File: src/rtl/fifo_monitor.sv
// fifo_monitor
//   Occupancy, empty, error and hysteresis-pause tracking for the five FIFOs
//   of the interconnect device. Bit index in every 5-bit vector:
//   0 = MF, 1 = VC0, 2 = VC1, 3 = D0, 4 = D1.
//
// Ports
//   clk, reset               : clock, asynchronous active-high reset
//   init                     : synchronous clear of the sticky error flags
//   push, pop [4:0]          : per-FIFO write/read strobes, one op per cycle
//   Umbral_*_alto/bajo_interno: high/low pause thresholds (MF, VC pair, D pair)
//   FIFO_empties [4:0]       : count == 0 decode
//   FIFO_errors  [4:0]       : sticky overflow/underflow flags
//   pause        [4:0]       : hysteresis back-pressure
//   fill_level [5*CNT_W-1:0] : packed counts, FIFO i at [i*CNT_W +: CNT_W]
module fifo_monitor #(
    parameter int MF_DEPTH = 4,
    parameter int VC_DEPTH = 16,
    parameter int D_DEPTH  = 4,
    parameter int CNT_W    = 5
) (
    input  logic                 clk,
    input  logic                 reset,
    input  logic                 init,
    input  logic [4:0]           push,
    input  logic [4:0]           pop,
    input  logic [4:0]           Umbral_MF_alto_interno,
    input  logic [4:0]           Umbral_MF_bajo_interno,
    input  logic [4:0]           Umbral_VC_alto_interno,
    input  logic [4:0]           Umbral_VC_bajo_interno,
    input  logic [4:0]           Umbral_D_alto_interno,
    input  logic [4:0]           Umbral_D_bajo_interno,
    output logic [4:0]           FIFO_empties,
    output logic [4:0]           FIFO_errors,
    output logic [4:0]           pause,
    output logic [5*CNT_W-1:0]   fill_level
);

    // Compare counts and 5-bit thresholds at a common width so neither side
    // is truncated, whatever CNT_W is.
    localparam int CMP_W = (CNT_W > 5) ? CNT_W : 5;

    genvar i;
    generate
        for (i = 0; i < 5; i++) begin : g_fifo
            localparam int DEPTH = (i == 0) ? MF_DEPTH : ((i < 3) ? VC_DEPTH : D_DEPTH);
            localparam logic [CNT_W-1:0] DEPTH_C = CNT_W'(DEPTH);
            localparam logic [CNT_W-1:0] ONE_C   = CNT_W'(1);

            logic [CNT_W-1:0] count;
            logic             err_q;
            logic             pause_q;
            logic [4:0]       alto;
            logic [4:0]       bajo;
            logic [CMP_W-1:0] cnt_x;
            logic [CMP_W-1:0] alto_x;
            logic [CMP_W-1:0] bajo_x;
            logic             is_full;
            logic             is_empty;
            logic             err_evt;

            assign alto = (i == 0) ? Umbral_MF_alto_interno :
                          (i < 3)  ? Umbral_VC_alto_interno : Umbral_D_alto_interno;
            assign bajo = (i == 0) ? Umbral_MF_bajo_interno :
                          (i < 3)  ? Umbral_VC_bajo_interno : Umbral_D_bajo_interno;

            assign cnt_x  = CMP_W'(count);
            assign alto_x = CMP_W'(alto);
            assign bajo_x = CMP_W'(bajo);

            assign is_full  = (count == DEPTH_C);
            assign is_empty = (count == '0);

            // Overflow only on a lone push; any pop of an empty FIFO underflows,
            // even when a push in the same cycle is accepted.
            assign err_evt = (push[i] & ~pop[i] & is_full) | (pop[i] & is_empty);

            always_ff @(posedge clk or posedge reset) begin
                if (reset) begin
                    count <= '0;
                end else if (push[i] && !pop[i] && !is_full) begin
                    count <= count + ONE_C;
                end else if (!push[i] && pop[i] && !is_empty) begin
                    count <= count - ONE_C;
                end else if (push[i] && pop[i] && is_empty) begin
                    count <= ONE_C;
                end
            end

            // A new error outranks init in the same cycle.
            always_ff @(posedge clk or posedge reset) begin
                if (reset) begin
                    err_q <= 1'b0;
                end else begin
                    err_q <= err_evt | (err_q & ~init);
                end
            end

            // Hysteresis on the registered count: set wins over clear, so a
            // misprogrammed bajo >= alto still asserts pause at alto.
            always_ff @(posedge clk or posedge reset) begin
                if (reset) begin
                    pause_q <= 1'b0;
                end else if (cnt_x >= alto_x) begin
                    pause_q <= 1'b1;
                end else if (cnt_x <= bajo_x) begin
                    pause_q <= 1'b0;
                end
            end

            assign FIFO_empties[i]               = is_empty;
            assign FIFO_errors[i]                = err_q;
            assign pause[i]                      = pause_q;
            assign fill_level[i*CNT_W +: CNT_W]  = count;
        end
    endgenerate

endmodule
File: config.mk
export PLATFORM = sky130hd
export DESIGN_NAME = fifo_monitor
export DESIGN_NICKNAME = d
export VERILOG_FILES = /design/src/rtl/fifo_monitor.sv
export SDC_FILE = /design/constraint.sdc
export NUM_CORES = 1
export LEC_CHECK = 0
export CORE_ASPECT_RATIO = 1.5
export CORE_MARGIN = 2
export CORE_UTILIZATION = 55
export CTS_BUF_LIST = sky130_fd_sc_hd__clkbuf_8
export CTS_CLUSTER_SIZE = 40
export DETAILED_ROUTE_END_ITERATION = 16
export PLACE_DENSITY = 0.82
export SLEW_MARGIN = 0
export SYNTH_ARGS = -nofsm -noshare
export SYNTH_HDL_FRONTEND = slang
export SYNTH_SLANG_ARGS = --single-unit
File: constraint.sdc
create_clock -name clk -period 5.06 [get_ports clk]
set_input_delay 1.012 -clock clk [delete_from_list [all_inputs] [get_ports clk]]
set_output_delay 1.012 -clock clk [all_outputs]
set_load 0.005 [all_outputs]
**Yosys cells after proc, flatten, opt, wreduce, memory -nomap -nowiden**

Cells that the tools add are included.

- $add $sub $neg: 10
- Multipliers: 0
- Div/mod/pow operators: 0
- Order comparisons: 10
- Eq/ne operators: 5
- Shift operators: 0
- Multiplexer cells: 25
- Bitwise operators: 36
- Reductions and logical operators: 65

Operators with widths:

| cell | count |
|---|---|
| $mux 5 | 15 |
| $logic_and 1x1->1 | 30 |
| $add 5x1->5 const B | 5 |
| $ge 5x5->1 | 5 |
| $le 5x5->1 | 5 |
| $logic_not 5->1 | 5 |
| $sub 5x1->5 const B | 5 |
| $and 1x1->1 | 20 |
| $logic_not 1->1 | 20 |
| $eq 5x3->1 const B | 3 |
| $reduce_bool 3->1 | 5 |
| $eq 5x5->1 const B | 2 |
| $mux 1 | 10 |
| $or 1x1->1 | 10 |
| $reduce_bool 2->1 | 5 |
| $not 1->1 | 6 |

- Flip-flop bits (word level): 35
- Latch bits: 0
- RAM bits: 0
- ROM bits: 0
- Input bits: 43
- Output and inout port bits: 40
- Word-level logic and storage cells: 166
- Memories: 0

**Logic depth before layout (Yosys ltp)**

Gate-level depths: netlist (run 1).

- Depth after elaboration: 5
- Mapped depth: 8
- Depth with buffers taken out: 6

**Worst setup path before layout (run 1)**

OpenSTA, ideal clock, no wires.

- Kind: register to output
- Start point: register g_fifo[0].count[0]
- End point: output FIFO_empties[0]
- Arrival: 1.604 ns
- Data required time: 4.048 ns
- Path slack: 2.444 ns
- Stages on the path, launching flop included: 8
- Buffers on the path: 3
- Cell sequence: dfrtp_1 clkbuf_1 inv_1 ha_1 or3b_1 buf_2 nor2_1 buf_4

- Longest elaborated chain between the ends: 1

Ends and longest elaborated chain:

| item | RTL line | RTL |
|---|---|---|
| start, declared | 49 | `logic [CNT_W-1:0] count;` |
| start signal, assigned | 81 | `count <= count + ONE_C;` |
| start signal, assigned | 83 | `count <= count - ONE_C;` |
| $logic_not 5->1 | 71 | `assign is_empty = (count == '0);` |
| end, declared | 32 | `output logic [4:0] FIFO_empties,` |

Every way passes these cells.

**Worst setup path in the final report (run 1)**

Same ends and word-level chain as after synthesis.

==> results of run 1 <==
## synthesized netlist by cell type (all sizes together) (3+ instances only)
library cell   n
a221oi         4
o21ai         41
clkbuf         9
a2111oi        4
a21o           5
a31oi         10
o311ai         4
maj3           4
nor2          22
o221ai         4
nand2         26
nand4          4
buf           26
mux2i          5
a31o           3
nor2b         10
a211oi         8
a22oi          3
o211ai         4
dfrtp         35
o21a           3
or3b           5
inv           54
nand3         10
nand3b         3
ha            63
o22ai          8
nor3          16
a21oi         22
nor3b          8
nand2b         5
xnor2          4
## metal layers
metal  wire length (µm)  share of wire, %  vias up
met5                  0                 0        -
met4                196               2.2        0
met3                394               4.5       13
met2               4530                51      102
met1               3730                42     1630
li1                   -                 -     1789
## kinds of logic (layout without fill, tap and decap cells)
| logic type | count (synthesis) | in the layout | synth area share [%] |
|---|---|---|---|
| AOI/OAI and AO/OA | 139 | 139 | 24.2 |
| xor gates and xnor gates | 5 | 5 | 1.15 |
| adders and majority gates | 67 | 67 | 21.8 |
| buffers and inverters | 89 | 144 | 10.9 |
| DFF | 35 | 35 | 23.0 |
| muxes | 7 | 7 | 2.00 |
| and+or+nand+nor | 118 | 118 | 17.0 |
## sequential cells by signal, indices dropped and copies added (netlist names)
| name | flops |
|---|---|
| g_fifo.cnt_x | 25 |
| g_fifo.err_q | 5 |
| g_fifo.pause_q | 5 |
## through the flow
stage / hold WS (ns) / instances / total power [µW] / cell area (µm²) / worst slack, ns
6_report: 0.528 / 593 / 2100 / 4610 / 1.68
5_1_grt: 0.578 / 593 / 2320 / 4610 / 1.57
4_1_cts: 0.533 / 593 / 2110 / 4610 / 1.67
3_5_place_dp: 0.522 / 586 / 1880 / 4520 / 2.01
3_3_place_gp: 0.524 / 586 / 1830 / 4520 / 2.07
2_1_floorplan: 0.506 / 460 / 1440 / 3810 / 2.44
## final timing paths
path,startpoint,endpoint,slack [ns],cells after the start
setup / recovery,g_fifo[0].cnt_x[0],FIFO_empties[0],1.68,5
hold / removal,g_fifo[1].err_q,g_fifo[1].err_q,0.53,2
setup reg to reg,g_fifo[4].cnt_x[0],g_fifo[4].cnt_x[1],2.96,5
hold reg to reg,g_fifo[1].err_q,g_fifo[1].err_q,0.53,2
max in group asynchronous,reset,g_fifo[3].cnt_x[0],3.45,3
min in group asynchronous,reset,g_fifo[1].err_q,0.93,2
## power by group through the flow
| stage | clock, µW | sequential [µW] | combinational, µW |
|---|---|---|---|
| detailed placement | 0 | 655 | 1230 |
| global route | 237 | 680 | 1400 |
| CTS | 226 | 651 | 1230 |
| finish | 219 | 650 | 1230 |
| global placement | 0 | 647 | 1190 |
| floorplan | 0 | 564 | 874 |
## critical path, stage by stage (launching register included)
cell             delay [ns]
dfrtp_1                0.47
inv_1                  0.18
ha_1                   0.23
or3b_1                 0.49
nor2_1                 0.17
clkdlybuf4s50_1        0.52
## layout make-up
class	count	area share, %
Timing Repair Buffer	83	18.0
Clock inverter	1	0.109
Tap cell	78	2.12
Sequential cell	35	19.0
Inverter	54	4.40
Multi-Input combinational cell	336	54.6
Clock buffer	6	1.79
==> run summary, run 1 <==
## Status
• **outcome** finished clean

## Pwr
• **net switching power figure** 934 µW
• **Max IR drop VDD** 0.257 mV
• **Clk network pwr share** 10.4%
• **switching part of the total power** 44.4%
• **leakage power** 0.00203 µW
• **Internal Pwr Total** 1170 µW
• **combinational share of power** 58.7%
• **part of the power in registers** 30.9%
• **Pwr per Cell Area** 456 mW/mm²

## Clock network
• **PostCTS Resize Cnt** 0
• **clock transition at the registers of the reported paths** 0.08 ns
• **CTS buffer count** 5
• **clock tree from TritonCTS** yes
• **root cell of the clock tree** clkbuf_8
• **Bufs on Longest Clock Path** 2
• **clock latency at the later pin of the worst-skew pair** 0.31 ns
• **clk sinks** 35
• **count of H-tree levels built during CTS** 2
• **hold-fix buffers at CTS** 0
• **post-CTS setup buffer count** 0

## Timing
• **final clock skew** 0.00563 ns
• **Final setup viols** 0
• **peak clock frequency supported by timing** 296 MHz
• **slew of the pin with the lowest slew margin** 0.775 ns
• **share of the cycle needed by the critical path after routing** 66.8%
• **Hold Violations, Final** 0
• **unrepaired setup endpoints after global routing** false
• **headroom to the max-slew limit** 47.0%
• **final-report max-slew violation count** 0
• **shortest period the worst path allows** 3.38 ns
• **setup TNS** 0 ns

## GRT
• **grt met2 use** 43.6%
• **global route total overflow** 0
• **met3 track utilization from global routing** 3.41%
• **vias in the first global route** 3401
• **global-route wire length before repair** 15.0 mm
• **GR peak layer** met2
• **global-route usage over all layers** 24.3%
• **maximum number of pins on one net before global-route repair** 31
• **met1 usage** 28.6%
• **antenna violations before repair** 0

## Critical path
• **Crit Path Class** flip-flop to primary output
• **CP Max Fanout** 9
• **Worst EP arrival** 2.37 ns
• **startpoint type of the worst setup path** flip-flop
• **CP endpoint kind** primary output
• **Crit path required time** 4.05 ns

## Placed design
• **HPWL after detailed placement** 6.90 mm
• **Port Buffer Count** 82
• **final weighted congestion in routability-driven placement** 0.921

## Floorplan
• **height of the die** 106 µm
• **die area** 0.00762 mm²
• **Placeable Area** 0.00681 mm²
• **chip width** 71.9 µm
• **number of standard-cell rows in the floorplan** 37
• **initial cell density of the core** 55.9%
• **I/O pin count** 83

## Finish
• **sequential cell area** 876 µm²
• **most frequent cells in the layout** 82 x clkdlybuf4s50_1, 63 x ha_1, 54 x inv_1, 41 x o21ai_0, 35 x dfrtp_1
• **antenna cells** 0
• **area of the multi-input gates** 0.00252 mm²
• **most common library cell in the layout ignoring fill and taps** clkdlybuf4s50_1
• **final-layout fill cell count** 584
• **fraction of final layout cells sized beyond drive strength 1** 4.08%
• **Core Util, Final** 67.7%
• **synthesis-to-finish area growth** 21.1%
• **number of nets in the layout** 621

## Yosys
• **synth top area cells** dfrtp_1 23%, ha_1 21%, o21ai_0 5.4%, inv_1 5.3%, buf_4 3.2%
• **part of the Yosys area used for sequential elements** 23.0%
• **number of nets produced by synthesis** 566
• **Yosys cell types** 66
• **Synth area leader** dfrtp_1
• **gate count of the mapped netlist** 460
• **FF+latch count, synth** 35
• **mean post-synth cell area** 8.28 µm²
• **number of enable-type register cells in the synthesized netlist** 0
• **flip-flop cell with the highest count after synthesis** dfrtp_1
• **number of warnings printed during yosys synthesis** 0
• **Netlist Area Pre-Place** 0.00381 mm²
• **share of async-settable or async-resettable flops after synthesis** 100%
• **portion of synthesized cell area occupied by the leading cell type** 23.0%

## Detailed routing
• **WL final** 8.84 mm
• **count of antenna-violating nets left after detailed routing** 0
• **number of DRC violations after detailed routing** 0
• **total via count in the routed design** 3534
• **average routed wire per standard cell** 14.9 µm
• **DRC violation total after the first TritonRoute iteration** 94
• **routed vias/inst** 5.96
• **number of detailed-routing iterations run before antenna repair** 5

## Min path
• **path type of the worst min-delay path** flip-flop to flip-flop

## Run
• **count of maximum capacitance violations** 0

Power figures use the tool's default switching activity.
==> run 2, diff against run 1 <==
--- a/config.mk
+++ b/config.mk
@@ -7,11 +7,11 @@
 export LEC_CHECK = 0
 export CORE_ASPECT_RATIO = 1.5
 export CORE_MARGIN = 2
-export CORE_UTILIZATION = 55
+export CORE_UTILIZATION = 48
 export CTS_BUF_LIST = sky130_fd_sc_hd__clkbuf_8
 export CTS_CLUSTER_SIZE = 40
 export DETAILED_ROUTE_END_ITERATION = 16
-export PLACE_DENSITY = 0.82
+export PLACE_DENSITY = 0.75
 export SLEW_MARGIN = 0
 export SYNTH_ARGS = -nofsm -noshare
 export SYNTH_HDL_FRONTEND = slang
==> constraint.sdc (replaced) <==
create_clock -name clk -period 3.1 [get_ports clk]
set_input_delay 0.62 -clock clk [delete_from_list [all_inputs] [get_ports clk]]
set_output_delay 0.62 -clock clk [all_outputs]
set_load 0.005 [all_outputs]
==> run 2 against run 1 <==
- routed wire length is 3.4% higher
- worst setup slack got worse by 1.5 ns
- critical path type unchanged
- sequential power up 62%
- utilization is 6.7 points lower
- combinational power up 66%
- total power rose by 65%
- clock skew is 0.0014 ns lower
- clock-buffer cell count increased by 1
- final cell count rose by 4.7%
- first-iteration DRC count rose to 2.5 times the previous value
- clock power is 76% higher
- worst hold slack better by 0.0055 ns
==> run summary, run 2 (synthesis gave the netlist of run 1 again) <==
## Status
• **outcome** finished clean

## Critical path
• **cell family with most CP delay** buffers and inverters
• **slowest cell on the critical path** clkdlybuf4s50_1
• **worst path bufs/invs** 2, unchanged
• **startpoint type of the worst setup path** flip-flop
• **Critical Path Max Stage Delay** 0.51 ns, about the same
• **Worst EP arrival** 2.33 ns, -0.04 ns
• **Crit Path Class** flip-flop to primary output
• **Cell Chain, Critical Path** inv_1 > ha_1 > or3b_1 > nor2_2 > clkdlybuf4s50_1
• **CP Max Fanout** 7, -2
• **CP endpoint kind** primary output
• **Crit path required time** 2.48 ns, -1.57 ns

## Clock network
• **root cell of the clock tree** clkbuf_8
• **hold-fix buffers at CTS** 0, unchanged
• **clock transition at the registers of the reported paths** 0.08 ns, about the same
• **PostCTS Resize Cnt** 0, unchanged
• **count of H-tree levels built during CTS** 2, unchanged
• **Bufs on Longest Clock Path** 2, unchanged
• **clk sinks** 35, unchanged
• **CTS buffer count** 5, unchanged
• **clock latency at the later pin of the worst-skew pair** 0.30 ns, about the same
• **post-CTS setup buffer count** 0, unchanged
• **clock tree from TritonCTS** yes

## Floorplan
• **Placeable Area** 0.00766 mm², +13%
• **I/O pin count** 83, unchanged
• **height of the die** 113 µm, +6.8%
• **initial cell density of the core** 49.7%, -6.2 points
• **chip width** 76.7 µm, +6.7%
• **number of standard-cell rows in the floorplan** 39, +5.4%
• **die area** 0.00868 mm², +14%

## Timing
• **final clock skew** 0.00426 ns, -0.00137 ns
• **Final setup viols** 0, unchanged
• **shortest period the worst path allows** 2.95 ns
• **setup TNS** 0 ns, unchanged
• **share of the cycle needed by the critical path after routing** 95.1%
• **unrepaired setup endpoints after global routing** false
• **slew of the pin with the lowest slew margin** 0.619 ns, -0.156 ns
• **headroom to the max-slew limit** 57.7%, +11 points
• **final-report max-slew violation count** 0, unchanged
• **peak clock frequency supported by timing** 339 MHz
• **Hold Violations, Final** 0, unchanged

## Finish
• **most frequent cells in the layout** 82 x clkdlybuf4s50_1, 63 x ha_1, 54 x inv_1, 41 x o21ai_0, 35 x dfrtp_1
• **fraction of final layout cells sized beyond drive strength 1** 5.01%, +0.93 points
• **sequential cell area** 876 µm², unchanged
• **area of the multi-input gates** 0.00252 mm², about the same
• **flip-flop count of the largest register after layout** 25, unchanged
• **synthesis-to-finish area growth** 22.8%
• **antenna cells** 0, unchanged
• **final-layout fill cell count** 731, +25%
• **number of nets in the layout** 624, +0.48%
• **most common library cell in the layout ignoring fill and taps** clkdlybuf4s50_1
• **largest registers** g_fifo.cnt_x x25, g_fifo.err_q x5, g_fifo.pause_q x5
• **Core Util, Final** 61.0%, -6.7 points
• **largest register by flop count** g_fifo.cnt_x
• **design area** 0.00468 mm², +1.5%

## Pwr
• **combinational share of power** 58.7%, about the same
• **Pwr per Cell Area** 742 mW/mm², +63%
• **net switching power figure** 1530 µW, +63%
• **switching part of the total power** 44.0%, -0.42 points
• **Internal Pwr Total** 1940 µW, +66%
• **Clk network pwr share** 11.1%, +0.7 points
• **part of the power in registers** 30.2%, -0.7 points
• **Max IR drop VDD** 0.410 mV, +60%
• **leakage power** 0.00205 µW, +1.1%

## Detailed routing
• **WL final** 9.14 mm, +3.4%
• **number of detailed-routing iterations run before antenna repair** 4, -1
• **total via count in the routed design** 3540, +0.17%
• **DRC violation total after the first TritonRoute iteration** 238, +150%
• **number of DRC violations after detailed routing** 0, unchanged
• **average routed wire per standard cell** 14.7 µm, -1.3%
• **routed vias/inst** 5.70, -4.3%
• **count of antenna-violating nets left after detailed routing** 0, unchanged

## GRT
• **global-route wire length before repair** 15.6 mm, +4.0%
• **antenna violations before repair** 0, unchanged
• **vias in the first global route** 3414, +0.38%
• **global route total overflow** 0, unchanged
• **global-route usage over all layers** 21.7%, -2.6 points
• **maximum number of pins on one net before global-route repair** 36, +16%

## Run
• **count of maximum capacitance violations** 0, unchanged

## Placed design
• **Area after DPL** 0.00457 mm², +1.2%
• **HPWL after detailed placement** 7.01 mm, +1.7%
• **Port Buffer Count** 82, unchanged
• **final weighted congestion in routability-driven placement** 0.898, -2.5%

## Min path
• **path type of the worst min-delay path** flip-flop to flip-flop

-- run 2: changes by cell type in the layout (fill, tap and decap cells not counted), sizes merged --
cell,previous run,this run
clkbuf,6,7
inv,54,55
buf,1,4
clkinv,1,0
-- run 2: final timing paths --
path,startpoint,endpoint,slack [ns],cells past startpoint
worst max-delay path,g_fifo[1].cnt_x[0],FIFO_empties[1],0.15,5
worst min-delay path,g_fifo[4].err_q,g_fifo[4].err_q,0.53,2
worst max register to register,g_fifo[4].cnt_x[0],g_fifo[4].cnt_x[1],1.01,6
worst min register to register,g_fifo[4].err_q,g_fifo[4].err_q,0.53,2
max in group asynchronous,reset,g_fifo[2].err_q,2.02,3
min in group asynchronous,reset,g_fifo[1].cnt_x[4],0.74,3
-- run 2: final cells by class --
cell class | instances | area share [%]
clock buffer | 7 | 2.06
inverter | 54 | 4.33
multi-input combinational | 336 | 53.9
sequential | 35 | 18.7
tap | 102 | 2.73
timing repair buffer | 86 | 18.2
clock inverter | 1 | 0.0803
-- run 2: routing by layer --
layer / track usage (%) / vias up / wire, µm
li1: - / 1786 / -
met1: 25.3 / 1653 / 3820
met2: 40.1 / 92 / 4770
met3: 3.75 / 9 / 426
met4: 6.55 / 0 / 127
met5: 0 / - / 0
-- run 2: power groups by stage --
stage	clock, µW	combinational [µW]	sequential [µW]
after floorplan	0	1430	921
after global placement	0	1990	1040
after detailed placement	0	2030	1050
after CTS	394	2050	1050
after global routing	412	2330	1090
final	386	2040	1050
-- run 2: through the flow --
stage / cells / power, µW / setup WS, ns / hold WS, ns
final: 621 / 3470 / 0.153 / 0.533
after global routing: 621 / 3830 / 0.0154 / 0.561
after CTS: 621 / 3490 / 0.110 / 0.539
after detailed placement: 613 / 3080 / 0.462 / 0.528
after global placement: 613 / 3020 / 0.489 / 0.520
after floorplan: 460 / 2350 / 0.876 / 0.506
-- run 2: worst reg2reg max path: stages, from the launching register on --
cell and delay, ns:
dfrtp_1 0.49, inv_1 0.17, ha_1 0.24, or3b_1 0.34
nor2_4 0.06, maj3_2 0.33, a2111oi_2 0.35
